==> config.mk <==
export PLATFORM = sky130hd
export DESIGN_NAME = ff256_pow_engine_flat
export DESIGN_NICKNAME = d
export VERILOG_FILES = /design/src/rtl/ff256_pow_engine_if.sv /design/src/rtl/ff256_pow_engine.sv /design/src/flat_wrapper.sv
export SDC_FILE = /design/constraint.sdc
export NUM_CORES = 1
export LEC_CHECK = 0
export ABC_AREA = 0
export CORE_ASPECT_RATIO = 2
export CORE_MARGIN = 5
export CORE_UTILIZATION = 50
export CTS_CLUSTER_SIZE = 24
export DETAILED_ROUTE_END_ITERATION = 8
export PLACE_DENSITY = 0.75
export SYNTH_ARGS = -nofsm -noshare
export SYNTH_HDL_FRONTEND = slang
export SYNTH_SLANG_ARGS = --single-unit
==> constraint.sdc <==
create_clock -name clk -period 3.7 [get_ports clk]
set_input_delay 0.74 -clock clk [delete_from_list [all_inputs] [get_ports clk]]
set_output_delay 0.74 -clock clk [all_outputs]
set_load 0.02 [all_outputs]
==> src/rtl/ff256_pow_engine_if.sv <==
// ff256_pow_engine_if: Wishbone slave bus bundle for the GF(256) power engine.
//   adr_i  word address        data_i write data      data_o read data
//   we_i   write enable        sel_i  byte selects    stb_i  strobe
//   cyc_i  cycle valid         ack_o  acknowledge
interface ff256_pow_engine_if #(
  parameter int BUS_WIDTH  = 1,
  parameter int DATA_WIDTH = 32,
  parameter int BE_WIDTH   = 4
);
  logic [BUS_WIDTH-1:0]  adr_i;
  logic [DATA_WIDTH-1:0] data_i;
  logic [DATA_WIDTH-1:0] data_o;
  logic                  we_i;
  logic [BE_WIDTH-1:0]   sel_i;
  logic                  stb_i;
  logic                  cyc_i;
  logic                  ack_o;
  modport master (
    output adr_i, data_i, we_i, sel_i, stb_i, cyc_i,
    input  data_o, ack_o
  );
  modport slave (
    input  adr_i, data_i, we_i, sel_i, stb_i, cyc_i,
    output data_o, ack_o
  );
endinterface

==> src/rtl/ff256_pow_engine.sv <==
// ff256_pow_engine: Wishbone slave computing a^e and a^-1 (= a^254) in GF(2^8).
//   clk    rising-edge clock
//   reset  asynchronous, active-low reset
//   bus    Wishbone slave: addr 0 CFG {INV, EXP, BASE}, addr 1 CTRL/STAT
//          (write bit0 START, bit1 CLR_DONE; read {ERR, DONE, BUSY, RESULT})
module ff256_pow_engine #(
  parameter int         BUS_WIDTH  = 1,
  parameter int         DATA_WIDTH = 32,
  parameter int         BE_WIDTH   = 4,
  parameter logic [8:0] POLY       = 9'h11B
) (
  input logic               clk,
  input logic               reset,
  ff256_pow_engine_if.slave bus
);
  typedef enum logic [1:0] {IDLE, RUN, FIN} state_t;
  state_t                state_q;
  logic [7:0]            base_q, exp_q, result_q, a_q, e_q, acc_q, acc_d, sq;
  logic                  inv_q, inv_run_q, busy_q, done_q, err_q;
  logic [2:0]            i_q;
  logic [BUS_WIDTH-1:0]  adr;
  logic [BE_WIDTH-1:0]   sel;
  logic [DATA_WIDTH-1:0] wdat;
  logic                  wr, cfg_wr, ctl_wr, start, clr, unused;

  // Carry-less 8x8 product folded back into the field from the top bit down.
  function automatic logic [7:0] gfmul(input logic [7:0] x, input logic [7:0] y);
    logic [14:0] p;
    p = '0;
    for (int k = 0; k < 8; k++) p ^= y[k] ? {7'd0, x} << k : 15'd0;
    for (int k = 14; k >= 8; k--) p ^= p[k] ? {6'd0, POLY} << (k - 8) : 15'd0;
    return p[7:0];
  endfunction

  assign adr    = bus.adr_i;
  assign sel    = bus.sel_i;
  assign wdat   = bus.data_i;
  assign wr     = bus.stb_i & bus.cyc_i & bus.we_i;
  assign cfg_wr = wr & ~adr[0] & ~busy_q;
  assign ctl_wr = wr & adr[0] & sel[0];
  assign start  = ctl_wr & wdat[0];
  assign clr    = ctl_wr & wdat[1];
  assign unused = ^{wdat, adr, sel};

  // One MSB-first square-and-multiply step per RUN cycle.
  assign sq    = gfmul(acc_q, acc_q);
  assign acc_d = e_q[i_q] ? gfmul(sq, a_q) : sq;

  assign bus.ack_o  = bus.stb_i & bus.cyc_i;
  assign bus.data_o = adr[0] ? DATA_WIDTH'({err_q, done_q, busy_q, result_q})
                             : DATA_WIDTH'({inv_q, exp_q, base_q});

  always_ff @(posedge clk or negedge reset) begin
    if (!reset) begin
      state_q   <= IDLE;
      base_q    <= '0;
      exp_q     <= '0;
      inv_q     <= 1'b0;
      result_q  <= '0;
      busy_q    <= 1'b0;
      done_q    <= 1'b0;
      err_q     <= 1'b0;
      a_q       <= '0;
      e_q       <= '0;
      acc_q     <= '0;
      inv_run_q <= 1'b0;
      i_q       <= 3'd7;
    end else begin
      if (cfg_wr & sel[0]) base_q <= wdat[7:0];
      if (cfg_wr & sel[1]) exp_q <= wdat[15:8];
      if (cfg_wr & sel[2]) inv_q <= wdat[16];
      case (state_q)
        IDLE: begin
          if (start) begin
            a_q       <= base_q;
            e_q       <= inv_q ? 8'hFE : exp_q;
            inv_run_q <= inv_q;
            acc_q     <= 8'h01;
            i_q       <= 3'd7;
            done_q    <= 1'b0;
            err_q     <= 1'b0;
            busy_q    <= 1'b1;
            state_q   <= RUN;
          end else if (clr) begin
            done_q <= 1'b0;
            err_q  <= 1'b0;
          end
        end
        RUN: begin
          acc_q <= acc_d;
          if (i_q == 3'd0) state_q <= FIN;
          else i_q <= i_q - 3'd1;
        end
        FIN: begin
          result_q <= acc_q;
          busy_q   <= 1'b0;
          done_q   <= 1'b1;
          err_q    <= inv_run_q & (a_q == 8'h00);
          state_q  <= IDLE;
        end
        default: state_q <= IDLE;
      endcase
    end
  end
endmodule

==> src/flat_wrapper.sv <==
// flat-port wrapper written by rule: the top's interface ports become plain ports
module ff256_pow_engine_flat 
#(
  parameter int         BUS_WIDTH  = 1,
  parameter int         DATA_WIDTH = 32,
  parameter int         BE_WIDTH   = 4,
  parameter logic [8:0] POLY       = 9'h11B
)
  (clk, reset, bus_adr_i, bus_data_i, bus_we_i, bus_sel_i, bus_stb_i, bus_cyc_i, bus_data_o, bus_ack_o);
  ff256_pow_engine_if #(.BUS_WIDTH(BUS_WIDTH), .DATA_WIDTH(DATA_WIDTH), .BE_WIDTH(BE_WIDTH)) bus_i ();
  input logic clk;
  input logic reset;
  input wire logic [$bits(bus_i.adr_i)-1:0] bus_adr_i;
  input wire logic [$bits(bus_i.data_i)-1:0] bus_data_i;
  input wire logic [$bits(bus_i.we_i)-1:0] bus_we_i;
  input wire logic [$bits(bus_i.sel_i)-1:0] bus_sel_i;
  input wire logic [$bits(bus_i.stb_i)-1:0] bus_stb_i;
  input wire logic [$bits(bus_i.cyc_i)-1:0] bus_cyc_i;
  output wire logic [$bits(bus_i.data_o)-1:0] bus_data_o;
  output wire logic [$bits(bus_i.ack_o)-1:0] bus_ack_o;
  assign bus_i.adr_i = bus_adr_i;
  assign bus_i.data_i = bus_data_i;
  assign bus_i.we_i = bus_we_i;
  assign bus_i.sel_i = bus_sel_i;
  assign bus_i.stb_i = bus_stb_i;
  assign bus_i.cyc_i = bus_cyc_i;
  assign bus_data_o = bus_i.data_o;
  assign bus_ack_o = bus_i.ack_o;
  ff256_pow_engine #(.BUS_WIDTH(BUS_WIDTH), .DATA_WIDTH(DATA_WIDTH), .BE_WIDTH(BE_WIDTH), .POLY(POLY)) u_core (.clk(clk), .reset(reset), .bus(bus_i));
endmodule
; ---- Word level (Yosys, flattened, before mapping)
; Cells that the tools add are included.
[word_totals]
output_inout_bits = 33
reg_bits = 58
word_cells = 123
[op_classes]
muxes = 49
n_bitwise = 42
add_sub_neg = 1
n_reduce_logical = 11
magnitude_cmp = 1
n_eq_ne = 6
[ops]
columns = op, count
row1 = $xor A15 B15 Y15, 14
row2 = $mux W8, 7
row3 = $mux W11, 4
row4 = $mux W10, 4
row5 = $mux W9, 4
row6 = $mux W15, 2
row7 = $mux W14, 2
row8 = $xor A14 B11 Y14, 2
row9 = $mux W13, 2
row10 = $xor A13 B10 Y13, 2
row11 = $mux W12, 2
row12 = $xor A12 B9 Y12, 2
row13 = $xor A11 B8 Y11, 2
row14 = $xor A10 B7 Y10, 2
row15 = $xor A9 B6 Y9, 2
row16 = $mux W17, 1
row17 = $pmux W8 S2, 1
row18 = $xor A8 B8 Y8, 2
row19 = $mux W7, 2
row20 = $and A1 B1 Y1, 12
row21 = $mux W6, 2
row22 = $mux W5, 2
row23 = $reduce_and A2 Y1, 5
row24 = $logic_not A8 Y1, 1
row25 = other kinds (19), 29

; ---- Depth between registers and ports, before layout
[depth]
word_depth = 46
ltp_mapped = 11
mapped_depth_nobuf = 9

; ---- Worst setup path before layout
; Ideal clock, no wire load.
[synth_timing]
path_type = reg2reg
startpoint = register u_core.acc_q[7]
endpoint = register u_core.acc_q[0]
required_ps = 3559
setup_ps = 141
slack_ps = 595
stages_incl_launch_ff = 11
arrival_ps = 2964
n_path_buf = 1
synth_period_minus_slack_ps = 3105
cell_sequence = dfrtp_1 > ha_1 > buf_2 > xnor2_1 > a21oi_1 > a211o_1 > xnor3_1 > xnor3_2 > or3_1 > a31oi_1 > a21oi_1
[synth_via]
elab_chain_cells = 33
elab_cells_between_ends = 56
classes_between = mux (28) / bitwise (28)
[synth_rtl]
columns = item, line_no
row1 = from (decl), ff256_pow_engine.sv:18  ; logic [7:0] base_q, exp_q, result_q, a_q, e_q, acc_q, acc_d, sq;
row2 = from (signal assigned), ff256_pow_engine.sv:65  ; acc_q <= '0;
row3 = from (signal assigned), ff256_pow_engine.sv:78  ; acc_q <= 8'h01;
row4 = from (signal assigned), ff256_pow_engine.sv:90  ; acc_q <= acc_d;
row5 = $mux W9 / $mux W8 (equally long branches), ff256_pow_engine.sv:30  ; for (int k = 0; k < 8; k++) p ^= y[k] ? {7'd0, x} << k : 15'd0;
row6 = $xor A15 B15 Y15 (6 in a row), ff256_pow_engine.sv:30
row7 = $xor A15 B15 Y15 *, ff256_pow_engine.sv:30
row8 = $xor A14 B11 Y14 *, ff256_pow_engine.sv:31  ; for (int k = 14; k >= 8; k--) p ^= p[k] ? {6'd0, POLY} << (k - 8) : 15'd0;
row9 = $xor A13 B10 Y13 *, ff256_pow_engine.sv:31
row10 = $xor A12 B9 Y12 *, ff256_pow_engine.sv:31
row11 = $xor A11 B8 Y11 *, ff256_pow_engine.sv:31
row12 = $xor A10 B7 Y10 *, ff256_pow_engine.sv:31
row13 = (+12 left out), n/a
row14 = $xor A13 B10 Y13 / $xor A12 B9 Y12 (equally long branches), ff256_pow_engine.sv:31
row15 = $xor A12 B9 Y12 / $xor A11 B8 Y11 (equally long branches), ff256_pow_engine.sv:31
row16 = $xor A11 B8 Y11 / $xor A10 B7 Y10 (equally long branches), ff256_pow_engine.sv:31
row17 = $xor A10 B7 Y10 / $xor A9 B6 Y9 (equally long branches), ff256_pow_engine.sv:31
row18 = $xor A9 B6 Y9 / $mux W5 (equally long branches), ff256_pow_engine.sv:31
row19 = $xor A8 B8 Y8, ff256_pow_engine.sv:31
row20 = $mux W8 *, ff256_pow_engine.sv:47  ; assign acc_d = e_q[i_q] ? gfmul(sq, a_q) : sq;
row21 = $pmux W8 S2 *, ff256_pow_engine.sv:72  ; case (state_q)
; Every way passes the cells marked *; elsewhere a longest branch is shown, timed or not.
; A chain may end at the register's enable or synchronous reset.

; ---- Worst setup path in the final report
[layout_timing]
startpoint = register u_core.acc_q[5]
endpoint = register u_core.acc_q[0]
[layout_via]
elab_chain_cells = 32
elab_cells_between_ends = 54
classes_between = mux (26) / bitwise (28)
[layout_rtl]
columns = item, line_no
row1 = $mux W10 / $mux W9 (equally long branches), ff256_pow_engine.sv:30
row2 = $xor A15 B15 Y15 (5 in a row), ff256_pow_engine.sv:30
row3 = $xor A15 B15 Y15 *, ff256_pow_engine.sv:30
row4 = $xor A14 B11 Y14 *, ff256_pow_engine.sv:31
row5 = $xor A13 B10 Y13 *, ff256_pow_engine.sv:31
row6 = $xor A12 B9 Y12 *, ff256_pow_engine.sv:31
row7 = $xor A11 B8 Y11 *, ff256_pow_engine.sv:31
row8 = $xor A10 B7 Y10 *, ff256_pow_engine.sv:31
row9 = (+12 left out), n/a
row10 = $xor A12 B9 Y12, ff256_pow_engine.sv:31
row11 = $xor A11 B8 Y11, ff256_pow_engine.sv:31
row12 = $xor A10 B7 Y10, ff256_pow_engine.sv:31
row13 = $xor A9 B6 Y9, ff256_pow_engine.sv:31
row14 = $mux W5, ff256_pow_engine.sv:31
row15 = $xor A8 B8 Y8, ff256_pow_engine.sv:31
row16 = $mux W8 *, ff256_pow_engine.sv:47
row17 = $pmux W8 S2 *, ff256_pow_engine.sv:72
; Marks and branches as above.

==> results.json <==
{
  "outcome": "completed",
  "synth_top_family_by_area": "XOR/XNOR gates",
  "routed_wl_mm": 11.7,
  "utilization_pct": 59.8,
  "synthXorXnorAreaFrac_pct": 18.9,
  "core_sq_um": 8590,
  "gp_congestion": 0.994,
  "n_fill_cell": 729,
  "drive_gt1_share_pct": 16.9,
  "root_buffer": "clkbuf_16",
  "fin_crit_ns": 3.42,
  "synth-simple-area-share_pct": 12.6,
  "track_usage_pct": 22.1,
  "cts-hold-fix-buffers": 0,
  "overflow": 0,
  "diodes": 0,
  "netlist_area_sq_um": 4370,
  "max-slew-margin-rel_pct": 31.8,
  "stdcell_count": 602,
  "grt_pass1_wl_mm": 18.8,
  "finalMaxSlewViolations": 0,
  "worstMarginPinSlew_ns": 1.02,
  "required_ns": 3.87,
  "die_w_um": 76.1,
  "seq_area_sq_um": 1460,
  "drt_iter0_markers": 213,
  "hold_slack_ns": 0.487,
  "clkTransAtPathRegs_ns": 0.05,
  "cp.arrival_ns": 3.59,
  "synth-compound-area-share_pct": 13.0,
  "initial_core_util_pct": 50.9,
  "setup_tns_ns": 0,
  "avgSynthCellArea_sq_um": 9.52,
  "cts_resized": 0,
  "ys_warn_count": 0,
  "rsz0062_at_grt": "no",
  "cts_made_buffers": 9,
  "clock_sinks": 58,
  "fin_crit_sh_pct": 92.4,
  "cts_max_path_buffers": 2,
  "insertion_delay_ns": 0.32,
  "cts_setup_buffers": 0,
  "drv_cap": 0,
  "rows": 48,
  "synth_adder_area_share_pct": 0.859,
  "dr.pass1.iters": 5,
  "antenna_found_initial": 0,
  "yosysSeqAreaShare_pct": 33.3,
  "synth_cells": 459,
  "io_buffers": 43,
  "async_flop_share_pct": 100,
  "first_global_vias": 3665,
  "final_antenna_net_count": 0,
  "die_h_um": 142,
  "io_pins": 75,
  "vias": 3528,
  "path_max_fanout": 6,
  "ys_types": 56,
  "finClkSkew_ns": 0.00395,
  "mostFrequentLayoutCell": "nand2_1",
  "hold_class": "reg -> reg",
  "drc": 0,
  "numPlacedInstances": 587,
  "tritoncts": "built",
  "nets": 543,
  "fmax_ghz": 0.293,
  "drt-vias-per-instance": 5.86,
  "synthMuxAreaShare_pct": 14.3,
  "detailed_place_hpwl_mm": 8.87,
  "cts_max_level": 3,
  "die-area_sq_um": 10800,
  "dominantRegCellSynth": "dfrtp_1",
  "end_kind": "register",
  "multiInputGateArea_sq_um": 2680,
  "layout_common_cells": "nand2_1 (57), dfrtp_1 (55), xnor2_1 (46), clkdlybuf4s50_1 (42), mux2_2 (40)",
  "finalHoldViolCount": 0,
  "grt_max_degree": 47,
  "wl_per_cell_um": 19.4,
  "synth_seq_cells": 58,
  "setup-violations-final": 0,
  "syn_to_final_growth_pct": 17.4,
  "cp-start-kind": "register",
  "synth_edf_count": 0,
  "worstSetupPathType": "reg -> reg"
}
[final cells by class]
type	instances	share of cell area, %
multi-input cells	356	52.1
inverters	12	0.878
clock inverters	3	0.293
repair buffers	61	10.9
well taps	100	2.44
clock buffers	12	5.00
flip-flops and latches	58	28.4
[cell usage after synthesis, types with 3 or more instances]
cell type	count	share of area, %
nand2_1	57	4.9
dfrtp_1	55	31
xnor2_1	46	9.2
mux2_2	40	10
nor2_1	28	2.4
o21ai_0	21	2.4
a21oi_1	20	2.3
clkbuf_1	19	1.6
xor2_1	17	3.4
buf_4	16	2.7
mux2i_1	13	3.0
inv_1	11	0.94
nor2b_1	11	1.6
buf_2	9	1.0
o22ai_1	8	1.1
o221ai_1	7	1.4
nor3_1	6	0.69
nand2b_1	5	0.72
nand3_1	5	0.57
xnor3_1	5	2.6
a211o_1	4	0.80
a22oi_1	4	0.69
and2_1	3	0.43
dfstp_2	3	1.8
ha_1	3	0.86
o22a_1	3	0.60
xor3_1	3	1.6
[worst max-delay path, cell delays in order, from the launching register on]
cell and delay [ns]:
dfrtp_1 0.41, ha_1 0.33, xnor2_1 0.46, a21oi_1 0.08, a211o_1 0.29, xnor3_1 0.47, xnor3_2 0.56, or3_1 0.38
a31oi_1 0.22, a21oi_1 0.06
[cell families after synthesis]
group                    Yosys count
buffers and inverters             59
AND/OR/NAND/NOR                  124
AO/OA/AOI/OAI                     84
other                              1
XOR/XNOR                          75
multiplexers                      55
flip-flops                        58
adder cells (fa/ha/maj)            3
[flip-flops by register name, summed over array words and instances, names as in the netlist, 2 cells and up]
register,flops
u_core.exp_q,8
u_core.base_q,8
u_core.i_q,3
u_core.state_q,2
u_core.e_q,8
u_core.a_q,8
u_core.result_q,8
u_core.acc_q,8
[per-stage QoR]
step | area, sq um | setup WS, ns
floorplan | 4420 | 0.595
global placement | 4860 | 0.469
detailed placement | 4860 | 0.333
global route | 5130 | 0.191
finish | 5130 | 0.282
CTS | 5130 | 0.308
[layer usage]
metal | track usage (%) | share of wire, % | up-vias | wire length (um)
li1 | - | - | 1629 | -
met1 | 20.8 | 33 | 1716 | 3800
met2 | 42.0 | 57 | 136 | 6710
met3 | 2.66 | 3.6 | 47 | 425
met4 | 17.1 | 6.5 | 0 | 755
met5 | 0 | 0 | - | 0
[path summary, 6_finish.rpt]
check / from / to / slack, ns / cells past startpoint
min in group asynchronous: reset / u_core.a_q[3] / 0.58 / 1
setup reg to reg: u_core.acc_q[5] / u_core.acc_q[0] / 0.28 / 9
setup / recovery: u_core.acc_q[5] / u_core.acc_q[0] / 0.28 / 9
max in group asynchronous: reset / u_core.a_q[5] / 2.37 / 2
hold / removal: u_core.result_q[1] / u_core.result_q[1] / 0.49 / 2
hold reg to reg: u_core.result_q[1] / u_core.result_q[1] / 0.49 / 2
Power is not shown: default switching activity piles up to over one toggle a cycle in this logic, so the estimate is an artifact.
